===== src/rtl/memory_align_unit.sv =====
// memory_align_unit: load/store alignment engine for a word-wide memory without
// byte enables. Loads are extracted and extended from a two-word window; stores
// are built as read-modify-write; word-crossing accesses are split in two.
module memory_align_unit #(
    parameter int XLEN        = 32,
    parameter int ADDR_W      = 32,
    parameter bit MISALIGN_EN = 1'b1
) (
    input  logic              clk,
    input  logic              reset,
    input  logic              req_valid,
    output logic              req_ready,
    input  logic [ADDR_W-1:0] req_addr,
    input  logic              req_write,
    input  logic [1:0]        req_size,
    input  logic              req_signed,
    input  logic [XLEN-1:0]   req_wdata,
    output logic [ADDR_W-1:0] mem_addr,
    output logic              mem_rd_en,
    output logic              mem_wr_en,
    output logic [XLEN-1:0]   mem_wdata,
    input  logic [XLEN-1:0]   mem_rdata,
    output logic              resp_valid,
    output logic [XLEN-1:0]   resp_rdata,
    output logic              resp_err
);
    localparam int WB    = XLEN / 8;
    localparam int OFF_W = $clog2(WB);
    // wide enough for off + nb and for any byte index of the two-word window
    localparam int CW    = OFF_W + 2;

    typedef enum logic [2:0] {IDLE, RD_LO, RD_HI, MERGE, WR_LO, WR_HI, RESP} state_t;

    state_t              state_reg, state_next;
    logic [ADDR_W-1:0]   lo_reg, hi_reg;
    logic [OFF_W-1:0]    off_reg;
    logic [1:0]          size_reg;
    logic                signed_reg, write_reg, split_reg, err_reg;
    logic [XLEN-1:0]     wdata_reg, lo_word_reg, rdata_reg;
    logic [2*XLEN-1:0]   win_reg;

    // request decode, only ever feeds registers
    logic [ADDR_W-1:0]   req_lo;
    logic [OFF_W-1:0]    req_off;
    logic [CW-1:0]       req_nb, req_end;
    logic                req_split, req_bad, req_full;

    assign req_lo    = req_addr & ~ADDR_W'(WB - 1);
    assign req_off   = req_addr[OFF_W-1:0];
    assign req_nb    = CW'(1) << req_size;
    assign req_end   = CW'(req_off) + req_nb;
    assign req_split = req_end > CW'(WB);
    assign req_bad   = ((XLEN == 32) && (req_size == 2'd3)) || (req_split && !MISALIGN_EN);
    assign req_full  = req_write && (req_nb == CW'(WB)) && (req_off == '0);

    // merge datapath: window of {hi, lo} words, hi forced to zero when not split
    logic [CW-1:0]       nb_reg;
    logic [2*XLEN-1:0]   merge_win, store_shift, store_win;
    logic [XLEN-1:0]     load_shift, load_val;
    logic                sign_bit, sign_fill;

    assign nb_reg      = CW'(1) << size_reg;
    assign merge_win   = split_reg ? {mem_rdata, lo_word_reg} : {{XLEN{1'b0}}, mem_rdata};
    assign store_shift = {{XLEN{1'b0}}, wdata_reg} << {off_reg, 3'b000};
    assign load_shift  = XLEN'(merge_win >> {off_reg, 3'b000});

    // store: window bytes [off, off+nb) take the shifted store data
    generate
        for (genvar gi = 0; gi < 2 * WB; gi++) begin : g_win_byte
            logic [CW-1:0] rel;
            // wraps to a large value for bytes below off, so one compare covers both ends
            assign rel = CW'(gi) - CW'(off_reg);
            assign store_win[8*gi +: 8] = (rel < nb_reg) ? store_shift[8*gi +: 8]
                                                         : merge_win[8*gi +: 8];
        end
    endgenerate

    // pick the top bit of the loaded field for sign extension
    always_comb begin
        sign_bit = 1'b0;
        case (size_reg)
            2'd0:    sign_bit = load_shift[7];
            2'd1:    sign_bit = load_shift[15];
            2'd2:    sign_bit = load_shift[31];
            default: sign_bit = load_shift[XLEN-1];
        endcase
    end

    assign sign_fill = signed_reg & sign_bit;

    // load: keep the low nb bytes, fill the rest with sign or zero
    generate
        for (genvar gi = 0; gi < WB; gi++) begin : g_load_byte
            assign load_val[8*gi +: 8] = (CW'(gi) < nb_reg) ? load_shift[8*gi +: 8]
                                                            : {8{sign_fill}};
        end
    endgenerate

    // state register
    always_ff @(posedge clk) begin
        if (reset) begin
            state_reg <= IDLE;
        end else begin
            state_reg <= state_next;
        end
    end

    // next state and state-decoded outputs
    always_comb begin
        state_next = state_reg;
        req_ready  = 1'b0;
        mem_rd_en  = 1'b0;
        mem_wr_en  = 1'b0;
        mem_addr   = '0;
        mem_wdata  = '0;
        resp_valid = 1'b0;
        resp_rdata = '0;
        resp_err   = 1'b0;
        case (state_reg)
            IDLE: begin
                req_ready = 1'b1;
                if (req_valid) begin
                    if (req_bad)       state_next = RESP;
                    else if (req_full) state_next = WR_LO;
                    else               state_next = RD_LO;
                end
            end
            RD_LO: begin
                mem_rd_en  = 1'b1;
                mem_addr   = lo_reg;
                state_next = split_reg ? RD_HI : MERGE;
            end
            RD_HI: begin
                mem_rd_en  = 1'b1;
                mem_addr   = hi_reg;
                state_next = MERGE;
            end
            MERGE: begin
                state_next = write_reg ? WR_LO : RESP;
            end
            WR_LO: begin
                mem_wr_en  = 1'b1;
                mem_addr   = lo_reg;
                mem_wdata  = win_reg[XLEN-1:0];
                state_next = split_reg ? WR_HI : RESP;
            end
            WR_HI: begin
                mem_wr_en  = 1'b1;
                mem_addr   = hi_reg;
                mem_wdata  = win_reg[2*XLEN-1:XLEN];
                state_next = RESP;
            end
            RESP: begin
                resp_valid = 1'b1;
                resp_rdata = rdata_reg;
                resp_err   = err_reg;
                state_next = IDLE;
            end
            default: state_next = IDLE;
        endcase
    end

    // request latch, read capture and merge results
    always_ff @(posedge clk) begin
        if (reset) begin
            lo_reg      <= '0;
            hi_reg      <= '0;
            off_reg     <= '0;
            size_reg    <= '0;
            signed_reg  <= 1'b0;
            write_reg   <= 1'b0;
            split_reg   <= 1'b0;
            err_reg     <= 1'b0;
            wdata_reg   <= '0;
            lo_word_reg <= '0;
            rdata_reg   <= '0;
            win_reg     <= '0;
        end else begin
            case (state_reg)
                IDLE: begin
                    if (req_valid) begin
                        lo_reg     <= req_lo;
                        hi_reg     <= req_lo + ADDR_W'(WB);
                        off_reg    <= req_off;
                        size_reg   <= req_size;
                        signed_reg <= req_signed;
                        write_reg  <= req_write;
                        split_reg  <= req_split;
                        err_reg    <= req_bad;
                        wdata_reg  <= req_wdata;
                        rdata_reg  <= '0;
                        // an aligned full-word store writes the data unmodified
                        win_reg    <= {{XLEN{1'b0}}, req_wdata};
                    end
                end
                RD_HI: lo_word_reg <= mem_rdata;
                MERGE: begin
                    if (write_reg) win_reg   <= store_win;
                    else           rdata_reg <= load_val;
                end
                default: ;
            endcase
        end
    end
endmodule


===== config.mk =====
export PLATFORM = sky130hd
export DESIGN_NAME = memory_align_unit
export DESIGN_NICKNAME = d
export VERILOG_FILES = /design/src/rtl/memory_align_unit.sv
export SDC_FILE = /design/constraint.sdc
export NUM_CORES = 1
export LEC_CHECK = 0
export ABC_CLOCK_PERIOD_IN_PS = 3970
export CAP_MARGIN = 5
export CORE_MARGIN = 2
export CORE_UTILIZATION = 40
export CTS_CLUSTER_DIAMETER = 100
export DETAILED_ROUTE_END_ITERATION = 8
export PLACE_DENSITY = 0.65
export RECOVER_POWER = 25
export SLEW_MARGIN = 20
export SYNTH_ARGS = -nofsm -noshare
export SYNTH_HDL_FRONTEND = slang
export SYNTH_SLANG_ARGS = --single-unit

===== constraint.sdc =====
create_clock -name clk -period 3.97 [get_ports clk]
set_input_delay 0.9925 -clock clk [delete_from_list [all_inputs] [get_ports clk]]
set_output_delay 0.9925 -clock clk [all_outputs]
set_load 0.01 [all_outputs]

# Word level (Yosys, flattened, before mapping)
# Cells that the tools add are included.
classes:
  add_sub_neg: 10
  mul: 0
  div_mod_pow: 0
  n_lt_le_gt_ge: 13
  eq_ne: 12
  n_shift: 4
  n_mux: 35
  bitwise_logic: 1
  n_reduce_logical: 13
ops:
  columns: ["cell", "count"]
  rows:
  - ["64-bit 2-to-1 mux", 3]
  - ["32-bit case mux with 2 select lines", 3]
  - ["64-bit case mux with 2 select lines", 1]
  - ["32-bit 2-to-1 mux", 3]
  - ["8-bit 2-to-1 mux", 12]
  - ["32-bit by 5-bit left shift with 64-bit output", 1]
  - ["64-bit by 5-bit right shift with 32-bit output", 1]
  - ["32-bit by 3-bit adder with 32-bit output (second input constant)", 1]
  - ["4-bit less-than comparator", 8]
  - ["3-bit case mux with 6 select lines", 1]
  - ["3-bit by 2-bit subtractor with 4-bit output (first input constant)", 4]
  - ["3-bit equality test (second input constant)", 3]
  - ["3-bit 2-to-1 mux", 3]
  - ["1-bit by 4-bit less-than comparator with 1-bit output (first input constant)", 2]
  - ["2-bit by 4-bit less-than comparator with 1-bit output (first input constant)", 2]
  - ["2-bit OR reduction", 4]
  - ["1-bit by 2-bit left shift with 4-bit output (first input constant)", 2]
  - ["3-bit by 2-bit equality test with 1-bit output (second input constant)", 2]
  - ["1-bit 2-to-1 mux", 6]
  - ["2-bit != test (second input constant)", 3]
  - ["3-bit AND reduction", 2]
  - ["1-bit by 2-bit subtractor with 3-bit output (first input constant)", 2]
  - ["2-bit by 2-bit subtractor with 3-bit output (first input constant)", 2]
  - ["2-bit by 4-bit adder with 4-bit output", 1]
  - ["13 further kinds", 16]
totals:
  reg_bits: 233
  latchBits: 0
  ramBits: 0
  romBits: 0
  inputBits: 103
  out_inout_bits: 101
  elab_cells: 101
  n_memories: 0

# Depth between registers and ports, before layout
depth:
  word_depth: 8
  mapped_depth: 12
  ltp_nobuf: 8

# Least setup slack after synthesis
# OpenSTA, ideal clock, no wires.
synth_path:
  path_kind: "register to register"
  start: "reg off_reg[1]"
  end: "reg win_reg[48]"
  setup_ps: 122
  t_arrival_ps: 2616
  required_ps: 3848
  setup_slack_ps: 1232
  stages_incl_launch_ff: 12
  path_buffers: 4
  period_less_slack_ps: 2738
  cell_sequence: "dfxtp_1 -> buf_2 -> inv_2 -> buf_1 -> clkbuf_1 -> ha_1 -> nor2b_1 -> o21ai_0 -> o21ai_0 -> and4_1 -> buf_6 -> a221o_1"
synth_between:
  elab_chain_cells: 5
  word_cells_on_any_way: 6
  classes_between: "1 x add/sub; 1 x order compare; 1 x shift; 3 x mux"
synth_rtl:
  columns: ["element", "line_no", "text"]
  rows:
  - ["start: declaration", "36", "logic [OFF_W-1:0] off_reg;"]
  - ["start signal: assignment", "184", "off_reg <= req_off;"]
  - ["3-bit by 2-bit subtractor with 4-bit output", "72", "assign rel = CW'(gi) - CW'(off_reg);"]
  - ["4-bit less-than comparator", "73", "assign store_win[8*gi +: 8] = (rel < nb_reg) ? store_shift[8*gi +: 8]"]
  - ["8-bit 2-to-1 mux *", "73", null]
  - ["64-bit 2-to-1 mux *", "198", "if (write_reg) win_reg <= store_win;"]
  - ["64-bit case mux with 2 select lines *", "179", "case (state_reg)"]
  - ["end signal: assignment", "193", "win_reg <= {{XLEN{1'b0}}, req_wdata};"]
  - ["end signal: assignment", "198", null]
  - ["end: declaration", "40", "logic [2*XLEN-1:0] win_reg;"]
# Mark *: on every way between the ends. The rest lies on a longest branch, timed or not. The select of a mux whose other input is x is not followed.
# A chain may end at the register's enable or synchronous reset.

# Final worst setup path
layout_path:
  start: "reg state_reg[1]"
  end: "out mem_addr[25]"
layout_between:
  elab_chain_cells: 3
  word_cells_on_any_way: 7
  classes_between: "4 x eq/ne; 1 x mux; 2 x reduce/logical"
layout_rtl:
  columns: ["element", "line_no", "text"]
  rows:
  - ["start: declaration", "34", "state_t state_reg, state_next;"]
  - ["start signal: assignment", "104", "state_reg <= state_next;"]
  - ["3-bit by 2-bit equality test with 1-bit output, or another cell as far along", "119", "case (state_reg)"]
  - ["2-bit OR reduction (no line)", null, null]
  - ["32-bit case mux with 2 select lines *", "119", null]
  - ["end: declaration", "18", "output logic [ADDR_W-1:0] mem_addr,"]
# Mark *: on every way between the ends. The rest lies on a longest branch, timed or not.

==> impl_metrics.tcl <==
set metrics [dict create \
    fin_crit_sh 0.926 \
    synth_edf_count 0 \
    synthArstFlopShare 0 \
    grt_pass1_vias 11623 \
    grt_pass1_wl_mm 67.3 \
    synth-main-ff-cell "dfxtp_1" \
    clock_latency_ns 0.54 \
    status "finished with violations" \
    viasPerCell 5.87 \
    ir_drop_mv 0.376 \
    crit_path_end_kind "output port" \
    n_fill_cell 3013 \
    setup_viol 0 \
    initial_core_util 0.407 \
    violations "capacitance limit, slew limit" \
    syn_area_um2 12900 \
    syn_inst 1558 \
    clock.fmax_ghz 0.272 \
    dr.pass1.iters 5 \
    htreeDepth 1 \
    ant_nets 0 \
    ys_ff_latch 231 \
    ios 204 \
    die_w_um 183 \
    rrSetupSlack_ns 0.63 \
    core_region_area_um2 31600 \
    ys_seq_area_frac 0.359 \
    rows 65 \
    cp-start-kind "flop" \
    drv_slew 233 \
    hold_violations 0 \
    critPathRequiredTime_ns 2.98 \
    max_cap_violations 3 \
    min_to "win_reg[5]" \
    hp-class "flop to flop" \
    worst_pin_slew_ns 2.34 \
    areaGrowthSynthToFinish_pct 23.5 \
    yosysWarnings 0 \
    multi_input_area_um2 7580 \
    min_from "win_reg[5]" \
    cts_tree "yes" \
    leakage_nw 5.71 \
    place.gp.congestion 0.899 \
    hold_buffers 0 \
    drive_above_1_share 0.109 \
    r2r_end "lo_reg[8]" \
    final.min_clock_period_ns 3.68 \
    min_delay_path_depth 2 \
    grt_overflow 0 \
    die_height_um 183 \
    rsz0062_at_grt "no" \
    seq_area_um2 4630 \
    dpl.hpwl_mm 31.6 \
    antenna_found_initial 6 \
    maxSlewHeadroom -0.562 \
    grt.total_usage 0.255 \
    cts_root_buffer "clkbuf_16" \
    final_cell_mix "nand2_1 (272), dfxtp_1 (227), clkdlybuf4s50_1 (200)" \
    r2r_start "state_reg[1]" \
    worstPathMaxFanout 30 \
    avgSynthCellArea_um2 8.27 \
    hold-worst-slack_ns 0.454 \
    setup_tns_ns 0 \
    clkSinkCount 231 \
    portBuffers 201 \
    crit_type "flop to output port" \
    grt_max_degree 128 \
    drc 0 \
    cts_made_buffers 26 \
    synth_cell_types 77 \
    routed_wl_mm 44.6 \
    nNetsFinal 1804 \
    first_iter_violations 1231 \
    fp.dieArea_um2 33700 \
    layout_commonest_cell "nand2_1" \
    avgRoutedWirePerCell_um 21.2 \
    rr_worst_depth 5 \
    largest_reg_flops 64 \
    crit_arrival_ns 2.68 \
    vias 12387 \
    power.density_nw_per_um2 512 \
    cts_max_path_buffers 3 \
    utilization 0.503 \
    post_cts_buffers 0 \
    fin_skew_ns 0.0172 \
    cts.clk_slew.worst_paths_ns 0.06 \
]
cell type report:
cell class / instances / share of cell area
Antenna cell: 3 / 0.000472
Clock buffer: 38 / 0.0488
Clock inverter: 7 / 0.00872
Inverter: 13 / 0.00307
Multi-Input combinational cell: 1185 / 0.476
Sequential cell: 231 / 0.291
Tap cell: 402 / 0.0316
Timing Repair Buffer: 231 / 0.140
metrics by stage:
stage	instances	total power, mW	area (µm²)	setup slack [ns]
2_1_floorplan	1559	4.63	12900	1.23
3_3_place_gp	2062	5.51	15000	0.693
3_5_place_dp	2062	5.54	15000	0.702
4_1_cts	2107	8.13	15900	0.111
5_1_grt	2107	8.52	15900	0.126
6_report	2110	8.15	15900	0.294
kinds of logic after synthesis:
family,Yosys count,synth area share
simple gates,600,0.219
flops,231,0.359
mux,142,0.124
buf+inv,143,0.0547
xor+xnor,28,0.0190
fa+ha+maj,13,0.0132
compound gates,400,0.212
other cells,1,0.000291
critical path, cell delays in order (launching register included):
cell and delay [ns]:
dfxtp_1 0.67, nand2_1 0.18, o21ai_2 0.10, buf_4 0.36, a22o_1 0.26, clkdlybuf4s50_1 0.56
worst max path at each step:
stage                       from  slack [ns]  depth (start not counted)            to
floorplan             off_reg[1]        1.23                         11   win_reg[48]
global placement    state_reg[2]        0.69                          5  mem_addr[19]
detailed placement  state_reg[2]        0.70                          5  mem_addr[19]
CTS                 state_reg[2]        0.11                          5  mem_addr[19]
global route           req_valid        0.13                          5    hi_reg[27]
finish              state_reg[1]        0.29                          5  mem_addr[25]
synthesized netlist by cell type (38+ instances only):
library cell  instances  area share
a21oi_1             137       0.053
a22o_1               41       0.028
a22oi_1              47       0.027
and2_1               48       0.023
buf_2                38       0.015
clkbuf_1             64       0.019
dfxtp_1             231        0.36
mux2_2               68       0.059
mux2i_1              67       0.052
nand2_1             273       0.080
nor2_1              151       0.044
o21ai_0              49       0.019
where the power goes:
group | switching, mW | total [mW] | internal (mW)
Combinational | 1.61 | 2.65 | 1.04
Clock | 0.989 | 2.59 | 1.61
Sequential | 0.278 | 2.90 | 2.62
metal layers:
layer,vias to the layer above,global-route usage,share of wire
li1,5830,-,-
met1,5888,0.334,0.42
met2,542,0.409,0.45
met3,121,0.0501,0.080
met4,6,0.113,0.052
met5,-,0,0.00085
timing repair:
action	4_1_cts	5_1_grt
endpoints found under the hold margin	0	0
setup endpoints to repair	0	14
resized for setup	0	1
No activity file was read; power rests on OpenSTA's default activity.
